`config.mk`:
```
export PLATFORM = sky130hd
export DESIGN_NAME = decode_stage
export DESIGN_NICKNAME = d
export VERILOG_FILES = /design/src/rtl/decode_stage.sv
export SDC_FILE = /design/constraint.sdc
export NUM_CORES = 1
export LEC_CHECK = 0
export CAP_MARGIN = 25
export CORE_MARGIN = 3
export CORE_UTILIZATION = 35
export CTS_CLUSTER_SIZE = 30
export DETAILED_ROUTE_END_ITERATION = 8
export PLACE_DENSITY_LB_ADDON = 0.2
export SLEW_MARGIN = 30
export SYNTH_ARGS = -nofsm -noshare
export SYNTH_HDL_FRONTEND = slang
export SYNTH_SLANG_ARGS = --single-unit
```
`constraint.sdc`:
```
create_clock -name clk -period 2.2 [get_ports clk]
set_input_delay 0.33 -clock clk [delete_from_list [all_inputs] [get_ports clk]]
set_output_delay 0.33 -clock clk [all_outputs]
set_load 0.005 [all_outputs]
```
`src/rtl/decode_stage.sv`:
```
// decode_stage: RV32 integer-ALU decoder (R-type 0110011 / I-type 0010011) feeding a DEPTH-entry output FIFO.
// Latency: 1 cycle from accept to head of an empty FIFO; sustains one instruction per cycle.
// Backpressure: in_ready = !full (registered, no path from out_ready); flush drops all entries and the same-cycle input.
// Optional build macro DECODE_MEXT_EN: decodes R-type funct7=0000001/funct3=000 as MUL.
module decode_stage #(
  parameter int XLEN  = 32,
  parameter int DEPTH = 2,
  parameter int CNT_W = 16
) (
  input  logic             clk,
  input  logic             rst_n,
  input  logic             in_valid,
  output logic             in_ready,
  input  logic [31:0]      in_instr,
  input  logic             flush,
  output logic             out_valid,
  input  logic             out_ready,
  output logic [4:0]       out_rs1,
  output logic [4:0]       out_rs2,
  output logic [4:0]       out_rd,
  output logic [3:0]       out_alu_op,
  output logic             out_use_imm,
  output logic [XLEN-1:0]  out_imm,
  output logic             out_illegal,
  output logic [CNT_W-1:0] illegal_cnt
);

  localparam int PW = $clog2(DEPTH);
  localparam logic [PW:0] FULL_CNT = (PW+1)'(DEPTH);

  localparam logic [3:0] OP_ADD  = 4'd0;
  localparam logic [3:0] OP_SUB  = 4'd1;
  localparam logic [3:0] OP_SLL  = 4'd2;
  localparam logic [3:0] OP_SLT  = 4'd3;
  localparam logic [3:0] OP_SLTU = 4'd4;
  localparam logic [3:0] OP_XOR  = 4'd5;
  localparam logic [3:0] OP_SRL  = 4'd6;
  localparam logic [3:0] OP_SRA  = 4'd7;
  localparam logic [3:0] OP_OR   = 4'd8;
  localparam logic [3:0] OP_AND  = 4'd9;
`ifdef DECODE_MEXT_EN
  localparam logic [3:0] OP_MUL  = 4'd10;
`endif

  typedef struct packed {
    logic [4:0]      rs1;
    logic [4:0]      rs2;
    logic [4:0]      rd;
    logic [3:0]      alu_op;
    logic            use_imm;
    logic [XLEN-1:0] imm;
    logic            illegal;
  } entry_t;

  logic [6:0] opcode;
  logic [2:0] funct3;
  logic [6:0] funct7;
  entry_t     dec;
  logic       legal;

  entry_t       mem [DEPTH];
  logic [PW-1:0] rd_ptr;
  logic [PW-1:0] wr_ptr;
  logic [PW-1:0] prev_ptr;
  logic [PW:0]   count;
  logic          push;
  logic          pop;
  entry_t        head;

  assign opcode = in_instr[6:0];
  assign funct3 = in_instr[14:12];
  assign funct7 = in_instr[31:25];

  // Decode the incoming word; anything unsupported collapses to an all-zero entry with illegal set.
  always_comb begin
    dec   = '0;
    legal = 1'b0;
    dec.rs1 = in_instr[19:15];
    dec.rd  = in_instr[11:7];
    case (opcode)
      7'b0110011: begin
        dec.rs2 = in_instr[24:20];
        case (funct7)
          7'b0000000: begin
            legal = 1'b1;
            case (funct3)
              3'b000:  dec.alu_op = OP_ADD;
              3'b001:  dec.alu_op = OP_SLL;
              3'b010:  dec.alu_op = OP_SLT;
              3'b011:  dec.alu_op = OP_SLTU;
              3'b100:  dec.alu_op = OP_XOR;
              3'b101:  dec.alu_op = OP_SRL;
              3'b110:  dec.alu_op = OP_OR;
              default: dec.alu_op = OP_AND;
            endcase
          end
          7'b0100000: begin
            if (funct3 == 3'b000) begin
              legal = 1'b1;
              dec.alu_op = OP_SUB;
            end else if (funct3 == 3'b101) begin
              legal = 1'b1;
              dec.alu_op = OP_SRA;
            end
          end
`ifdef DECODE_MEXT_EN
          7'b0000001: begin
            if (funct3 == 3'b000) begin
              legal = 1'b1;
              dec.alu_op = OP_MUL;
            end
          end
`endif
          default: legal = 1'b0;
        endcase
      end
      7'b0010011: begin
        dec.use_imm = 1'b1;
        dec.imm     = {{(XLEN-12){in_instr[31]}}, in_instr[31:20]};
        legal       = 1'b1;
        case (funct3)
          3'b000: dec.alu_op = OP_ADD;
          3'b010: dec.alu_op = OP_SLT;
          3'b011: dec.alu_op = OP_SLTU;
          3'b100: dec.alu_op = OP_XOR;
          3'b110: dec.alu_op = OP_OR;
          3'b111: dec.alu_op = OP_AND;
          3'b001: begin
            // Shift amounts are a zero-extended 5-bit field, not a signed immediate.
            dec.imm    = {{(XLEN-5){1'b0}}, in_instr[24:20]};
            dec.alu_op = OP_SLL;
            legal      = (funct7 == 7'b0000000);
          end
          default: begin
            dec.imm = {{(XLEN-5){1'b0}}, in_instr[24:20]};
            if (funct7 == 7'b0000000) begin
              dec.alu_op = OP_SRL;
            end else if (funct7 == 7'b0100000) begin
              dec.alu_op = OP_SRA;
            end else begin
              legal = 1'b0;
            end
          end
        endcase
      end
      default: legal = 1'b0;
    endcase
    if (!legal) begin
      dec         = '0;
      dec.illegal = 1'b1;
    end
  end

  assign in_ready  = (count != FULL_CNT);
  assign out_valid = (count != '0);
  assign push      = in_valid && in_ready && !flush;
  assign pop       = out_valid && out_ready && !flush;

  // When empty, present the slot behind the read pointer: the last popped entry unless a later push reused it.
  assign prev_ptr = rd_ptr - PW'(1);
  assign head     = out_valid ? mem[rd_ptr] : mem[prev_ptr];

  assign out_rs1     = head.rs1;
  assign out_rs2     = head.rs2;
  assign out_rd      = head.rd;
  assign out_alu_op  = head.alu_op;
  assign out_use_imm = head.use_imm;
  assign out_imm     = head.imm;
  assign out_illegal = head.illegal;

  // Pointer and occupancy bookkeeping; flush rewinds the write pointer so nothing buffered survives.
  always_ff @(posedge clk or negedge rst_n) begin
    if (!rst_n) begin
      rd_ptr <= '0;
      wr_ptr <= '0;
      count  <= '0;
    end else if (flush) begin
      wr_ptr <= rd_ptr;
      count  <= '0;
    end else begin
      if (push) wr_ptr <= wr_ptr + PW'(1);
      if (pop)  rd_ptr <= rd_ptr + PW'(1);
      case ({push, pop})
        2'b10:   count <= count + (PW+1)'(1);
        2'b01:   count <= count - (PW+1)'(1);
        default: count <= count;
      endcase
    end
  end

  // Entry storage; cleared on reset so the output fields read zero before the first push.
  always_ff @(posedge clk or negedge rst_n) begin
    if (!rst_n) begin
      for (int i = 0; i < DEPTH; i++) mem[i] <= '0;
    end else if (push) begin
      mem[wr_ptr] <= dec;
    end
  end

  // Saturating count of accepted illegal instructions; flush does not touch it.
  always_ff @(posedge clk or negedge rst_n) begin
    if (!rst_n) begin
      illegal_cnt <= '0;
    end else if (push && dec.illegal && (illegal_cnt != {CNT_W{1'b1}})) begin
      illegal_cnt <= illegal_cnt + CNT_W'(1);
    end
  end

endmodule

```
# == Word-level counts from Yosys, hierarchy flattened ==
# Cells that the tools add are included.
# word_totals
regBits,126
latch_bits,0
word_cells,94
output_inout_bits,71
romBits,0
n_memories,0
ram_bits,0
in_bits,37
# op_classes
n_bitwise,4
shift,0
reduce_logical,15
magnitude_cmp,4
n_mul,0
addsub,6
mux,33
eq_ne,14
div,0
# op_table
operator,count
53-bit 2-to-1 mux,9
106-bit bitwise mux,1
4-bit one-hot mux with 7 select lines,2
53-bit demux with 1-bit select,1
33-bit 2-to-1 mux,1
32-bit 2-to-1 mux,1
16-bit by 1-bit adder with 16-bit output (second input constant),1
16-bit != test (second input constant),1
4-bit one-hot mux with 2 select lines,2
7-bit by 6-bit equality test with 1-bit output (second input constant),2
3-bit equality test (second input constant),4
3-bit 2-to-1 mux,4
7-bit by 5-bit equality test with 1-bit output (second input constant),1
1-bit logical AND,7
7-bit logical NOT,1
3-bit by 2-bit equality test with 1-bit output (second input constant),2
2-bit greater-or-equal comparator (second input constant),3
1-bit 2-to-1 mux,6
1-bit inverter with 2-bit output,3
1-bit one-hot mux with 2 select lines,3
6-bit OR reduction,1
5-bit 2-to-1 mux,1
2-bit one-hot mux with 2 select lines,1
2-bit nonzero test,2
15 further kinds,16

# == Longest topological paths before layout ==
# Gate-level depths: netlist of run 1.
# logic_depth
depth_word,8
ltp_mapped,8

# == Least setup slack after synthesis of run 1 ==
# No wires, ideal clock.
# synth_path
path_kind,reg2out
startpoint,register count[1]
endpoint,output out_imm[12]
stages_incl_launch_ff,6
setup_slack_ns,-0.006
arrival_time_ns,1.876
path_cell_list,dfrtp_1 > nor2_1 > xnor2_1 > buf_2 > mux2_1 > buf_4
# synth_between
elab_chain_len,2
# synth_rtl
element,line_no,source
start: declaration,65,logic [PW:0] count;
start signal: assignment,184,2'b10: count <= count + (PW+1)'(1);
start signal: assignment,185,2'b01: count <= count - (PW+1)'(1);
start signal: assignment,186,default: count <= count;
2-bit nonzero test,155,assign out_valid = (count != '0);
53-bit 2-to-1 mux,161,assign head = out_valid ? mem[rd_ptr] : mem[prev_ptr];
end: declaration,23,"output logic [XLEN-1:0] out_imm,"
# No other way between the ends.

# == Worst setup path in the final report of run 1 ==
# layout_path
startpoint,register rd_ptr
endpoint,output out_rs1[4]
# layout_between
elab_chain_len,6
# layout_rtl
element,line_no,source
start: declaration,62,logic [PW-1:0] rd_ptr;
start signal: assignment,182,if (pop) rd_ptr <= rd_ptr + PW'(1);
1-bit subtractor,160,assign prev_ptr = rd_ptr - PW'(1);
1-bit inverter with 2-bit output (not written as such),161,
53-bit 2-to-1 mux (not written as such) (3 in a row),161,
53-bit 2-to-1 mux *,161,
end: declaration,18,"output logic [4:0] out_rs1,"
# Every way passes the cells marked *; elsewhere a longest branch is shown, timed or not. The select of a mux whose other input is x is not followed.

==> qor.csv, run 1 <==
metric;value;unit
cts-buffers-inserted;9;
syn-num-nets;491;
die_x;117.5;um
final-hold-violation-count;0;
wire_per_inst;15.37;um
route.vias.total;3628;
crit_path_frequent_cell;buf_12;
netlist_area;0.004354;mm^2
diodes;0;
synth-edff-count;0;
grt_pass1_wl;19.15;mm
critical_path_class;register to output port;
status;complete, no violations;
multi_input_area;0.002096;mm^2
core;0.01206;mm^2
yosysWarningCount;0;
fin_skew;0.007666;ns
drv_cap;0;
arrival;1.86;ns
setup_viol;0;
grt_pass1_vias;3773;
cts.sinks;86;
syn_avg_cell_area;9.612;um^2
clk_latency;0.34;ns
synthCells;453;
portBuffers;107;
cp_slowest_cell;dfrtp_1;
detail_route.drc_violations;0;
drive_gt1_frac;0.2670;
start_kind;register;
initial_core_util;0.3610;
drt-initial-drc-count;134;
fillers;1126;
min_path_type;input pin to asynchronous set/reset pin;
crit_chain;xnor2_4, buf_12, buf_12, mux2_4, buf_6;
gp_congestion;0.8317;
async_flop_share;1.000;
htreeDepth;3;
finalMaxSlewViolations;0;
power;4.725;mW
layout_common_cells;92 x nand2_1, 86 x dfrtp_1, 60 x o21ai_1, 53 x clkdlybuf4s50_1, 33 x mux2_4;
antenna_found_initial;0;
irDropWorstVdd;0.4133;mV
max_freq;456.4;MHz
crit_path_end_kind;output port;
row_count;40;
ant_nets;0;
grt_start_max_net_pins;66;
ys_ff_latch;86;
drt-total-wl;11.39;mm
grt_remaining_overflow;0;
rsz0062_at_grt;true;
ys_types;45;
drt_pass1_iterations;6;
cts.path.max_buffers;2;
cts-root-buf;clkbuf_16;
fp.dieH;117.5;um
fin_crit_sh;0.9959;
area_growth;41.67;%
yosysSeqAreaShare;0.4943;
fin_setup_tns;0;ns
final_nets;606;
worstPathRequired;1.87;ns
cts.clk_slew.worst_paths;0.06;ns
track_usage;0.1686;
seqCellArea;0.002152;mm^2
worstPathMaxFanout;6;
p_leak;2.757;nW
relSlewSlack;0.5933;
fin_crit;2.191;ns
hpwl;7.631;mm
layout.cells.most_common;nand2_1;
slowest_delay;0.47;ns
synthFlopType;dfrtp_1;
dieArea;0.01381;mm^2
power_density;766.0;mW/mm^2
vias_per_cell;4.896;
pin_count;108;
tightest_slew;0.6100;ns
cts_tree;done;
[Yosys cell counts (2+ instances only)]
| library cell | instances | area [um^2] |
|---|---|---|
| nand3b_1 | 2 | 15.01 |
| buf_2 | 10 | 50.05 |
| nand4b_1 | 4 | 35.03 |
| nand2b_1 | 4 | 25.02 |
| a31oi_1 | 2 | 12.51 |
| o21ai_1 | 60 | 300.3 |
| a21oi_1 | 4 | 20.02 |
| nor2_1 | 9 | 33.78 |
| buf_4 | 20 | 150.1 |
| nand4_1 | 9 | 56.30 |
| inv_1 | 4 | 15.01 |
| nand2_1 | 92 | 345.3 |
| nor4_1 | 4 | 25.02 |
| nand3_1 | 11 | 55.05 |
| dfrtp_1 | 86 | 2152 |
| mux2_2 | 27 | 304.0 |
| and4_1 | 4 | 35.03 |
| o31ai_1 | 2 | 15.01 |
| nor3b_1 | 7 | 52.55 |
| nor2b_1 | 2 | 12.51 |
| a311oi_1 | 2 | 17.52 |
| buf_1 | 3 | 11.26 |
| xor2_1 | 3 | 26.28 |
| xnor2_1 | 17 | 148.9 |
| nor3_1 | 3 | 15.01 |
| mux2_1 | 9 | 101.4 |
| and3_1 | 5 | 31.28 |
| and2_1 | 2 | 12.51 |
| o21ai_0 | 17 | 85.08 |
| clkbuf_1 | 14 | 52.55 |
[state kept, by name, indices dropped and copies added, names as in the netlist]
register,count
mem,66
illegal_cnt,16
count,2
rd_ptr,1
wr_ptr,1
[worst max-delay path, delay by kind of cell, from the launching register on]
kind	cells	cell delay, ns
xor+xnor	1	0.31
mux	1	0.31
buf+inv	3	0.43
flops	1	0.47
[power breakdown]
| group | internal [mW] | switching, mW | leakage, nW | total (mW) |
|---|---|---|---|---|
| Clock | 0.768 | 0.626 | 0.130 | 1.39 |
| Combinational | 0.885 | 0.643 | 1.45 | 1.53 |
| Sequential | 1.68 | 0.128 | 1.18 | 1.80 |
[metal layers]
metal	track usage	up-vias	wire length [um]
met5	0	-	0
met4	0.04176	0	118
met3	0.03892	12	428
met2	0.2923	73	5791
met1	0.2142	1752	5050
li1	-	1791	-
[layout make-up]
cell class,count,area share
well taps,168,0.03408
multi-input cells,318,0.3398
repair buffers,149,0.2314
inverters,4,0.002434
flip-flops and latches,86,0.3489
clock inverters,5,0.005680
clock buffers,11,0.03773
[cells by family after synthesis]
group	share of synthesized area
buf+inv	0.06666
mux	0.09540
simple gates	0.1876
fa+ha+maj	0.002873
compound gates	0.1129
flops	0.4943
xor+xnor	0.04023
[timing repair]
item / CTS / global route
endpoints found under the setup margin: 53 / 53
gates resized for setup: 268 / 20
hold buffers: 0 / 0
buffers inserted: 10 / 1
gates cloned: 5 / 0
pin swaps: 2 / 2
[worst paths after layout]
check                         start         end  slack [ns]  depth (start not counted)
min in group clk            mem[63]     mem[63]        0.48                          2
min                           rst_n     mem[49]       0.005                          1
max in group asynchronous     rst_n     mem[38]        1.59                          2
max reg2reg                count[0]    mem[100]        0.27                          7
min reg2reg                 mem[63]     mem[63]        0.48                          2
max                          rd_ptr  out_rs1[4]       0.009                          5
[stage by stage]
| step | setup WS [ns] | util | instances | cell area (um^2) | hold slack [ns] |
|---|---|---|---|---|---|
| final | 0.009008 | 0.5114 | 741 | 6168 | 0.004966 |
| after global routing | -0.04765 | 0.5114 | 741 | 6168 | 0.04963 |
| after CTS | -0.08324 | 0.5076 | 742 | 6122 | 0.01368 |
| after detailed placement | -0.08093 | 0.4716 | 713 | 5688 | 0.3807 |
| after global placement | -0.04130 | 0.4716 | 713 | 5688 | 0.3729 |
| after floorplan | 0.1045 | - | 453 | 4354 | 0.03441 |
Note: power is estimated with default switching activity, not from simulation.
==> run 2: changes to the inputs <==
--- a/config.mk
+++ b/config.mk
@@ -5,6 +5,7 @@
 export SDC_FILE = /design/constraint.sdc
 export NUM_CORES = 1
 export LEC_CHECK = 0
+export ABC_AREA = 0
 export CAP_MARGIN = 25
 export CORE_MARGIN = 3
 export CORE_UTILIZATION = 35
==> results of run 2 <==
The final DEF is identical to that of run 1; final timing and power are the same.
==> edit, RTL diff (config.mk and constraints of run 1) <==
`XLEN`: 32 -> 48.
--- a/src/rtl/decode_stage.sv
+++ b/src/rtl/decode_stage.sv
@@ -3,7 +3,7 @@
 // Backpressure: in_ready = !full (registered, no path from out_ready); flush drops all entries and the same-cycle input.
 // Optional build macro DECODE_MEXT_EN: decodes R-type funct7=0000001/funct3=000 as MUL.
 module decode_stage #(
-  parameter int XLEN  = 32,
+  parameter int XLEN  = 48,
   parameter int DEPTH = 2,
   parameter int CNT_W = 16
 ) (
Interface: changed (resized out_imm); port bits go from 108 to 124. No check against the original RTL was run, so the function may have changed too.
==> edit against run 1 <==
Worst setup slack got worse by 0.057 ns. Critical path type unchanged. Count of clock-buffer cells in the layout decreased by 1. Routed wire length increased by 7.6%. Largest cell class is now multi-input combinational cells. Sequential cell count unchanged. Total power increased by 7.8%. Final area increased by 11%. Critical endpoint is now out_imm[4]. Core utilization increased by 2.6 points. Critical path depth increased by 3. Synthesized area increased by 5.1%. The flow now finishes with violations (negative setup slack).
==> edit: results (changes against run 1) <==
| Step | Quantity | Value | Change |
| --- | --- | --- | --- |
| layout | FILL cells | 1185 | was 1126 |
| cts | Number of hold buffers added after CTS | 1 | was 0 |
| worst hold path | Worst hold path class | reg2reg | was in2async |
| cts | Postcts setup bufs | 13 | was 10 |
| detailed routing | Vias/cell | 4.808 | was 4.896 |
| layout | Non-clock inverter count in the final layout | 6 | was 4 |
| detailed routing | First-pass detailed-route iteration total | 4 | was 6 |
| global route | Via count of the first global-routing pass | 3943 | was 3773 |
| placement | Number of port buffers | 123 | was 107 |
| power | Power per cell area | 744.1 nW/um^2 | was 766.0 nW/um^2 |
| power | Internal cell power | 3.613 mW | was 3.329 mW |
| global route | GRT met2 Usage | 0.2940 | was 0.2923 |
| outcome | Outcome | complete, but fails checks | was finished clean |
| timing | Tightest Pin Transition | 0.4902 ns | was 0.6100 ns |
| placement | Dpl ws | -0.1457 ns | was -0.08093 ns |
| global route | Maximum number of pins on one net before global-route repair | 39 | was 66 |
| timing | Setup violations, final | 41 | was 0 |
| critical path | Cell class contributing the biggest share of worst-path delay | buffers and inverters | was flip-flops |
| timing | PnR worst setup slack | -0.04772 ns | was 0.009008 ns |
| detailed routing | DRT met1 WL | 5512 microns | was 5050 microns |
| layout | Number of buffers outside the clock class in the layout | 188 | was 149 |
| detailed routing | Wire length reported by the detailed router | 12260 microns | was 11390 microns |
| layout | Area Growth Syn to Fin | 49.59% | was 41.67% |
| detailed routing | First DRT Iteration DRCs | 233 | was 134 |
| power | Peak supply drop | 0.4481 mV | was 0.4133 mV |
| detailed routing | Sum of met2 wire segment lengths after detailed routing | 6113 microns | was 5791 microns |
| layout | Layout clock buffer count | 10 | was 11 |
| outcome | Failing checks | negative setup slack |  |
| power | Share of total power in the clock network | 0.302 | was 0.295 |
| yosys | Share of synthesized area occupied by flip-flops and latches | 0.4705 | was 0.4943 |
| yosys | Unique cell type count in the Yosys netlist | 48 | was 45 |
| yosys | List of most frequent post-synthesis cells | sky130_fd_sc_hd__nand2_1, sky130_fd_sc_hd__dfrtp_1, sky130_fd_sc_hd__o21ai_0, sky130_fd_sc_hd__buf_4, sky130_fd_sc_hd__mux2_2 | was sky130_fd_sc_hd__nand2_1, sky130_fd_sc_hd__dfrtp_1, sky130_fd_sc_hd__o21ai_1, sky130_fd_sc_hd__mux2_2, sky130_fd_sc_hd__buf_4 |
| critical path | Maximum single-stage delay on the critical path | 0.40 ns | was 0.47 ns |
| layout | Area of the multi-input gates | 2243 sq um | was 2096 sq um |
| placement | Gp weighted congestion | 0.8667 | was 0.8317 |
| placement | Placed inst area | 6025 sq um | was 5688 sq um |
| timing | Setup Skew | 0.006361 ns | was 0.007666 ns |
==> edit: cell types whose count changed in the layout (fill, tap and decap cells not counted), moves of 5 or more <==
cell	run 1	this run
sky130_fd_sc_hd__o21ai_1	60	6
sky130_fd_sc_hd__buf_2	23	10
sky130_fd_sc_hd__nor3_2	1	6
sky130_fd_sc_hd__a22o_1	0	10
sky130_fd_sc_hd__o21ai_0	17	47
sky130_fd_sc_hd__xnor2_1	16	3
sky130_fd_sc_hd__mux2_4	33	39
sky130_fd_sc_hd__buf_4	31	47
sky130_fd_sc_hd__buf_6	29	61
sky130_fd_sc_hd__xor2_1	3	15
==> edit: path summary, 6_finish.rpt <==
check	from	to	slack, ns	cells after the start
setup reg to reg	illegal_cnt[1]	illegal_cnt[1]	0.26	6
setup / recovery	count[0]	out_imm[4]	-0.05	8
min in group asynchronous	rst_n	illegal_cnt[15]	0.50	2
hold reg to reg	mem[77]	mem[77]	0.48	2
hold / removal	mem[77]	mem[77]	0.48	2
max in group asynchronous	rst_n	mem[132]	1.07	3
